===== config.mk =====
export PLATFORM = sky130hd
export DESIGN_NAME = psr_branch_unit_flat
export DESIGN_NICKNAME = d
export VERILOG_FILES = /design/src/rtl/psr_branch_unit_if.sv /design/src/rtl/psr_branch_unit.sv /design/src/flat_wrapper.sv
export SDC_FILE = /design/constraint.sdc
export NUM_CORES = 1
export LEC_CHECK = 0
export CAP_MARGIN = 25
export CELL_PAD_IN_SITES_DETAIL_PLACEMENT = 0
export CELL_PAD_IN_SITES_GLOBAL_PLACEMENT = 1
export CORE_AREA = 8 8 68 70
export CTS_BUF_LIST = sky130_fd_sc_hd__clkbuf_16
export CTS_CLUSTER_SIZE = 20
export DETAILED_ROUTE_END_ITERATION = 16
export DIE_AREA = 0 0 76 78
export DONT_BUFFER_PORTS = 1
export GPL_ROUTABILITY_DRIVEN = 0
export PLACE_DENSITY_LB_ADDON = 0.1
export SYNTH_ARGS = -nofsm -noshare
export SYNTH_HDL_FRONTEND = slang
export SYNTH_SLANG_ARGS = --single-unit

===== constraint.sdc =====
create_clock -name clk -period 1.53 [get_ports clk]
set_clock_uncertainty 0.1 [all_clocks]
set_input_delay 0.3825 -clock clk [delete_from_list [all_inputs] [get_ports clk]]
set_output_delay 0.3825 -clock clk [all_outputs]
set_load 0.05 [all_outputs]

===== src/rtl/psr_branch_unit_if.sv =====
// Execute-stage to PSR/branch unit interface: flag updates, PSR load/read,
// interrupt shadow control and the branch decision returned to fetch.
interface psr_branch_unit_if #(
   parameter int unsigned REGBITS  = 5,
   parameter int unsigned WIDTH    = 32,
   parameter int unsigned CONDBITS = 4
);
   logic                en;
   logic [REGBITS-1:0]  flag_in;
   logic [REGBITS-1:0]  flag_we;
   logic                psr_wr;
   logic [WIDTH-1:0]    psr_wdata;
   logic                psr_save;
   logic                psr_restore;
   logic                cond_eval;
   logic [CONDBITS-1:0] cond;
   logic [REGBITS-1:0]  psr;
   logic [WIDTH-1:0]    psr_rdata;
   logic                branch_taken;
   logic                branch_valid;

   modport master (
      output en, flag_in, flag_we, psr_wr, psr_wdata, psr_save, psr_restore,
             cond_eval, cond,
      input  psr, psr_rdata, branch_taken, branch_valid
   );

   modport slave (
      input  en, flag_in, flag_we, psr_wr, psr_wdata, psr_save, psr_restore,
             cond_eval, cond,
      output psr, psr_rdata, branch_taken, branch_valid
   );
endinterface


===== src/rtl/psr_branch_unit.sv =====
// Program Status Register with per-flag write masks, one-entry interrupt shadow,
// and registered branch-condition evaluation against the bypassed next PSR.
module psr_branch_unit #(
   parameter int unsigned REGBITS  = 5,
   parameter int unsigned WIDTH    = 32,
   parameter int unsigned CONDBITS = 4
) (
   input  logic             clk,
   input  logic             reset,
   psr_branch_unit_if.slave bus
);
   // Flag positions inside {C,L,F,Z,N}
   localparam int unsigned N_BIT = 0;
   localparam int unsigned Z_BIT = 1;
   localparam int unsigned F_BIT = 2;
   localparam int unsigned L_BIT = 3;
   localparam int unsigned C_BIT = 4;

   logic [REGBITS-1:0] r_psr;
   logic [REGBITS-1:0] r_shadow;
   logic               r_branch_taken;
   logic               r_branch_valid;
   logic [REGBITS-1:0] w_psr_next;
   logic               w_taken;
   logic               w_unused_wdata;

   // Next PSR: restore beats explicit load beats masked flag update
   always_comb begin
      w_psr_next = r_psr;
      if (bus.psr_restore) begin
         w_psr_next = r_shadow;
      end else if (bus.psr_wr) begin
         w_psr_next = bus.psr_wdata[REGBITS-1:0];
      end else begin
         w_psr_next = (bus.flag_we & bus.flag_in) | (~bus.flag_we & r_psr);
      end
   end

   // Condition decode on the bypassed value so a fused compare-and-branch sees its own flags
   always_comb begin
      w_taken = 1'b0;
      case (bus.cond)
         4'b0000: w_taken =  w_psr_next[Z_BIT];
         4'b0001: w_taken = ~w_psr_next[Z_BIT];
         4'b0010: w_taken =  w_psr_next[C_BIT];
         4'b0011: w_taken = ~w_psr_next[C_BIT];
         4'b0100: w_taken =  w_psr_next[L_BIT];
         4'b0101: w_taken = ~w_psr_next[L_BIT];
         4'b0110: w_taken =  w_psr_next[N_BIT];
         4'b0111: w_taken = ~w_psr_next[N_BIT];
         4'b1000: w_taken =  w_psr_next[F_BIT];
         4'b1001: w_taken = ~w_psr_next[F_BIT];
         4'b1010: w_taken = ~w_psr_next[L_BIT] & ~w_psr_next[Z_BIT];
         4'b1011: w_taken =  w_psr_next[L_BIT] |  w_psr_next[Z_BIT];
         4'b1100: w_taken = ~w_psr_next[N_BIT] & ~w_psr_next[Z_BIT];
         4'b1101: w_taken =  w_psr_next[N_BIT] |  w_psr_next[Z_BIT];
         4'b1110: w_taken = 1'b1;
         default: w_taken = 1'b0;
      endcase
   end

   // Shadow always captures the pre-update PSR, which makes save+restore a swap
   always_ff @(posedge clk or negedge reset) begin
      if (!reset) begin
         r_psr          <= '0;
         r_shadow       <= '0;
         r_branch_taken <= 1'b0;
         r_branch_valid <= 1'b0;
      end else if (bus.en) begin
         r_psr          <= w_psr_next;
         r_branch_valid <= bus.cond_eval;
         if (bus.psr_save) begin
            r_shadow <= r_psr;
         end
         if (bus.cond_eval) begin
            r_branch_taken <= w_taken;
         end
      end else begin
         r_branch_valid <= 1'b0;
      end
   end

   assign w_unused_wdata   = ^bus.psr_wdata[WIDTH-1:REGBITS];
   assign bus.psr          = r_psr;
   assign bus.psr_rdata    = {{(WIDTH-REGBITS){1'b0}}, r_psr};
   assign bus.branch_taken = r_branch_taken;
   assign bus.branch_valid = r_branch_valid;
endmodule


===== src/flat_wrapper.sv =====
// flat-port wrapper written by rule: the top's interface ports become plain ports
module psr_branch_unit_flat 
#(
   parameter int unsigned REGBITS  = 5,
   parameter int unsigned WIDTH    = 32,
   parameter int unsigned CONDBITS = 4
)
  (clk, reset, bus_en, bus_flag_in, bus_flag_we, bus_psr_wr, bus_psr_wdata, bus_psr_save, bus_psr_restore, bus_cond_eval, bus_cond, bus_psr, bus_psr_rdata, bus_branch_taken, bus_branch_valid);
  psr_branch_unit_if #(.REGBITS(REGBITS), .WIDTH(WIDTH), .CONDBITS(CONDBITS)) bus_i ();
  input  logic clk;
  input  logic reset;
  input wire logic [$bits(bus_i.en)-1:0] bus_en;
  input wire logic [$bits(bus_i.flag_in)-1:0] bus_flag_in;
  input wire logic [$bits(bus_i.flag_we)-1:0] bus_flag_we;
  input wire logic [$bits(bus_i.psr_wr)-1:0] bus_psr_wr;
  input wire logic [$bits(bus_i.psr_wdata)-1:0] bus_psr_wdata;
  input wire logic [$bits(bus_i.psr_save)-1:0] bus_psr_save;
  input wire logic [$bits(bus_i.psr_restore)-1:0] bus_psr_restore;
  input wire logic [$bits(bus_i.cond_eval)-1:0] bus_cond_eval;
  input wire logic [$bits(bus_i.cond)-1:0] bus_cond;
  output wire logic [$bits(bus_i.psr)-1:0] bus_psr;
  output wire logic [$bits(bus_i.psr_rdata)-1:0] bus_psr_rdata;
  output wire logic [$bits(bus_i.branch_taken)-1:0] bus_branch_taken;
  output wire logic [$bits(bus_i.branch_valid)-1:0] bus_branch_valid;
  assign bus_i.en = bus_en;
  assign bus_i.flag_in = bus_flag_in;
  assign bus_i.flag_we = bus_flag_we;
  assign bus_i.psr_wr = bus_psr_wr;
  assign bus_i.psr_wdata = bus_psr_wdata;
  assign bus_i.psr_save = bus_psr_save;
  assign bus_i.psr_restore = bus_psr_restore;
  assign bus_i.cond_eval = bus_cond_eval;
  assign bus_i.cond = bus_cond;
  assign bus_psr = bus_i.psr;
  assign bus_psr_rdata = bus_i.psr_rdata;
  assign bus_branch_taken = bus_i.branch_taken;
  assign bus_branch_valid = bus_i.branch_valid;
  psr_branch_unit #(.REGBITS(REGBITS), .WIDTH(WIDTH), .CONDBITS(CONDBITS)) u_core (.clk(clk), .reset(reset), .bus(bus_i));
endmodule

=== After elaboration in Yosys (flattened, before gate mapping) ===
Cells that the tools add are included.

* Add/sub/neg operators: 0
* Multiply operators: 0
* Divide/modulo/power cells: 0
* Magnitude comparators: 0
* Eq/ne operators: 14
* Shift operators: 0
* Multiplexer cells: 4
* Bitwise gates (word level): 13
* Reductions and logical operators: 3

{| class="wikitable"
|+ Operators by type and width
! cell !! number
|-
| $eq 4x4->1 const B || 7
|-
| $eq 4x3->1 const B || 4
|-
| $pmux 1 s15 || 1
|-
| $and 5x5->5 || 2
|-
| $mux 5 || 2
|-
| $eq 4x2->1 const B || 2
|-
| $not 1->1 || 5
|-
| $not 5->5 || 1
|-
| $or 5x5->5 || 1
|-
| $eq 4x1->1 const B || 1
|-
| $logic_not 4->1 || 1
|-
| $reduce_and 2->1 || 2
|-
| $and 1x1->1 || 2
|-
| $or 1x1->1 || 2
|-
| $mux 1 || 1
|}

* Register bits after elaboration: 12
* Latch bits: 0
* RAM bits: 0
* Bits in read-only memories: 0
* Input port bits: 53
* Memories: 0

=== Logic depth before layout (Yosys ltp) ===
* Depth after elaboration: 8
* Gate-level depth with buffers: 7
* Mapped depth without buffers: 6

=== Worst setup path before layout ===
OpenSTA, ideal clock, no wires.

* Path type: flip-flop to flip-flop
* From: reg u_core.r_psr[1] (netlist: u_core.bus.psr[1])
* To: reg u_core.r_branch_taken (netlist: u_core.bus.branch_taken)
* Setup time: 0.132 ns
* Arrival: 1.756 ns
* Data required time: 1.298 ns
* Path slack: -0.458 ns
* Stages on the path, launching flop included: 7
* Buffers on the path: 0
* Path through: dfrtp_1 mux2i_1 a211o_1 mux2i_1 a221o_1 a31oi_1 o211ai_1

* Cells in the longest elaborated chain, start to end: 7
* Elaborated cells between the ends (all ways): 10
* Those cells by class: 3 x mux; 7 x bitwise

{| class="wikitable"
|+ RTL lines
! what !! RTL line !! RTL
|-
| start: declaration || psr_branch_unit.sv:19 || <nowiki>logic [REGBITS-1:0] r_psr;</nowiki>
|-
| start signal: assignment || psr_branch_unit.sv:70 || <nowiki>r_psr <= w_psr_next;</nowiki>
|-
| $and 5x5->5 (*) || psr_branch_unit.sv:35 || <nowiki>w_psr_next = (bus.flag_we & bus.flag_in) | (~bus.flag_we & r_psr);</nowiki>
|-
| $or 5x5->5 (*) || psr_branch_unit.sv:35 ||
|-
| $mux 5 (*) || psr_branch_unit.sv:32 || <nowiki>end else if (bus.psr_wr) begin</nowiki>
|-
| $mux 5 (*) || psr_branch_unit.sv:30 || <nowiki>if (bus.psr_restore) begin</nowiki>
|-
| $not 1->1 || psr_branch_unit.sv:44, psr_branch_unit.sv:53, psr_branch_unit.sv:55 ||
|-
| $and 1x1->1 (on tied branches) || psr_branch_unit.sv:55, psr_branch_unit.sv:53 ||
|-
| $pmux 1 s15 (*) || psr_branch_unit.sv:42 || <nowiki>case (bus.cond)</nowiki>
|-
| end signal: assignment || psr_branch_unit.sv:76 || <nowiki>r_branch_taken <= w_taken;</nowiki>
|-
| end: declaration || psr_branch_unit.sv:21 || <nowiki>logic r_branch_taken;</nowiki>
|}

Mark *: on every way between the ends. The rest lies on a longest branch, timed or not.
A chain may end at the register's enable or synchronous reset.

=== Final worst setup path ===
* From: reg u_core.r_psr[0] (netlist: u_core.bus.psr[0])
* To: reg u_core.r_branch_taken (netlist: u_core.bus.branch_taken)

* Cells in the longest elaborated chain, start to end: 7
* Elaborated cells between the ends (all ways): 8
* Those cells by class: 3 x mux; 5 x bitwise

{| class="wikitable"
|+ RTL lines
! what !! RTL line !! RTL
|-
| $and 5x5->5 (*) || psr_branch_unit.sv:35 ||
|-
| $or 5x5->5 (*) || psr_branch_unit.sv:35 ||
|-
| $mux 5 (*) || psr_branch_unit.sv:32 ||
|-
| $mux 5 (*) || psr_branch_unit.sv:30 ||
|-
| $not 1->1 || psr_branch_unit.sv:50, psr_branch_unit.sv:55 ||
|-
| $and 1x1->1 || psr_branch_unit.sv:55 || <nowiki>4'b1100: w_taken = ~w_psr_next[N_BIT] & ~w_psr_next[Z_BIT];</nowiki>
|-
| $pmux 1 s15 (*) || psr_branch_unit.sv:42 ||
|}

Marked as above.

==> results by group <==
Timing
  – Worst hold slack: 0.129 ns
  – Setup violators final: 1
  – F_max: 611 MHz
  – Final setup margin: -0.108 ns
  – Slew HR: 62.4%
  – Pins Over Slew Limit: 0
  – Setup TNS: -0.108 ns
  – Period utilization: 107%
  – Min cycle time layout: 1.64 ns
  – Least-Margin Pin Slew: 0.562 ns
  – RSZ-0062 raised after global routing: true
  – Final Hold Viols: 0

Setup path
  – Required time worst endpoint: 1.58 ns
  – Slowest-stage cell, CP: dfrtp_2
  – Reg2Reg Setup Slack: -0.11 ns
  – CP Capture Type: flop
  – Worst EP arrival: 1.69 ns
  – Cell depth of the worst flop-to-flop path: 6
  – CP max FO: 3
  – CP startpoint: u_core.bus.psr[0]$_DFFE_PN0P_
  – Critical path capture point: u_core.bus.branch_taken$_DFFE_PN0P_
  – CP max stage delay: 0.37 ns
  – Worst Setup Path Type: reg2reg
  – Startpoint of the worst-slack reg-to-reg timing path: u_core.bus.psr[0]$_DFFE_PN0P_
  – Crit path max-delay family: compound AO/OA/AOI/OAI gates
  – R2r endpoint: u_core.bus.branch_taken$_DFFE_PN0P_
  – Startpoint types: flop
  – Critical path depth: 6
  – Worst path bufs/invs: 0
  – Sequence of cells on the critical path: mux2i_4 > a211oi_4 > mux2i_1 > xor2_1 > a2111o_1 > o211ai_1

Status
  – Outcome: complete, but fails checks
  – Failing checks: setup timing

Power
  – Int Power: 0.995 mW
  – Switching share of power: 43.9%
  – Sequential power share: 26.4%
  – P_sw: 0.778 mW
  – Pwr Density: 1580 nW/um2
  – Comb power frac: 46.7%
  – Leakage Power: 0.485 nW
  – Max IR drop VDD: 465 uV
  – Clock power share: 26.8%

Final layout
  – Layout cell share with drive strength beyond 1: 30.9%
  – Most frequent cells in the layout: 27 x conb_1, 11 x mux2_2, 9 x buf_4, 7 x mux2i_1, 7 x dfrtp_1
  – Final nets: 164
  – Diode count: 0
  – Most common cell after layout, fill and taps aside: conb_1
  – Layout area overhead: 7.19%

Synth
  – Fraction of registers with async set/reset: 100%
  – Syn Inst Count: 106
  – Primary FF master, synth: dfrtp_1
  – Cell variety after synth: 30
  – Number of synthesized flops with an enable pin: 0
  – Syn_area_per_cell: 9.86 um2
  – #FFs+latches synth: 12
  – Synth Warn #: 0
  – Register area share after synthesis: 28.7%
  – Syn Std Cell Area: 1040 um2

Place
  – DP HPWL: 1990 um
  – PortBufs: 0
  – DP Worst Slack: -0.237 ns

Clock network
  – Num CTS Buffers: 3
  – Clock buffer depth: 2
  – CTS H-tree depth: 1
  – Clock transition at the registers of the reported paths: 0.05 ns
  – Clock Latency Late Sink: 0.24 ns
  – Sink Count: 12
  – CTS tree: yes
  – CTS root buf: clkbuf_16

Floorplanning
  – Die ar.: 5930 um2
  – Initial Utilization: 29.4%
  – Die height: 78 um
  – Die width: 76 um
  – Core Footprint: 3550 um2
  – Num rows: 22
  – Num ports: 92

Routing
  – DRC Markers: 0
  – Final ANT Viol Nets: 0
  – Vias per cell: 4.20
  – Via count: 664
  – Final WL: 2430 um
  – DRT Pass-1 Iters: 3
  – Starting DRC count in detailed routing: 3
  – Average wire per cell in the routed design: 15.4 um

Global route
  – Largest net degree at the start of global routing: 13
  – Met3 usage: 3.00%
  – Initial antenna violation count: 0
  – Number of global-route vias before repair: 742
  – Grt peak-use layer: met2
  – M2 GR Usage: 13.0%
  – Total track usage: 8.28%
  – Met1 usage: 9.74%
  – First-pass GRT wire length: 4000 um
  – Global route overflow: 0

Min path
  – Hold Crit Start: bus_en
  – Hold Path Cell Cnt: 1
  – Worst hold path type: in2reg

Job
  – Max cap viols: 0
## cell families (layout without fill, tap and decap cells)
group | after synthesis | after routing | share of synthesized area (%)
other | 1 | 27 | 0.359
DFF | 12 | 12 | 28.7
and+or+nand+nor | 21 | 21 | 12.3
xor gates and xnor gates | 4 | 4 | 3.35
AOI/OAI and AO/OA | 12 | 12 | 9.94
muxes | 19 | 19 | 19.5
buffers and inverters | 37 | 15 | 25.7
## how the worst min path moves through the flow
stage | to | slack [ns]
2_1_floorplan | u_core.bus.branch_taken$_DFFE_PN0P_ | -0.01
3_3_place_gp | u_core.bus.psr[0]$_DFFE_PN0P_ | -0.01
3_5_place_dp | u_core.bus.psr[0]$_DFFE_PN0P_ | -0.01
4_1_cts | u_core.bus.psr[1]$_DFFE_PN0P_ | 0.13
5_1_grt | u_core.bus.psr[1]$_DFFE_PN0P_ | 0.13
6_report | u_core.bus.psr[1]$_DFFE_PN0P_ | 0.13
## per-stage QoR
stage               std cells  cell area (um2)  total power [mW]  util, %
CTS                       158             1110              1.79     31.3
detailed placement        153             1010              1.28     28.5
global route              158             1120              1.86     31.5
global placement          153             1010              1.27     28.5
floorplan                 132             1150              1.24        -
finish                    158             1120              1.77     31.5
## metal layers
metal,vias to the layer above,share of wire (%)
li1,315,-
met3,2,9.3
met5,-,0
met2,33,45
met1,314,44
met4,0,1.4
## cells in the mapped netlist, types with 2 or more instances
master	number	area share [%]
dfrtp_1	12	29
nand2_1	5	1.8
nor3_1	2	0.96
mux2_2	11	12
buf_4	32	23
nor2b_1	3	1.8
a211oi_2	3	3.6
mux2i_1	8	7.7
nor2_1	2	0.72
a21oi_1	2	0.96
nor3b_1	4	2.9
xor2_1	4	3.4
## layout make-up
class | instances | area [um2]
clock buffers | 3 | 75.1
clock inverters | 1 | 3.75
fillers | 379 | 2430
inverters | 1 | 3.75
multi-input cells | 83 | 593
flip-flops and latches | 12 | 307
well taps | 48 | 60.1
repair buffers | 10 | 77.6
## power by group through the flow
stage               registers [mW]  logic, mW  clock network (mW)
CTS                          0.468      0.830               0.488
detailed placement           0.469      0.809                   0
global route                 0.482      0.879               0.502
finish                       0.468      0.829               0.476
global placement             0.467      0.805                   0
floorplan                    0.632      0.613                   0
## state kept, by name, summed over array words and instances (netlist names)
| name | flops |
|---|---|
| u_core.bus.psr | 5 |
| u_core.bus.branch_valid | 1 |
| u_core.bus.branch_taken | 1 |
| u_core.r_shadow | 5 |
## repair_timing
action,4_1_cts,5_1_grt
pin swaps,1,0
setup endpoints to repair,1,1
endpoints found under the hold margin,12,0
hold buffers,1,0
gates resized for setup,2,1
setup buffers,0,0
(Power assumes the default switching activity.)
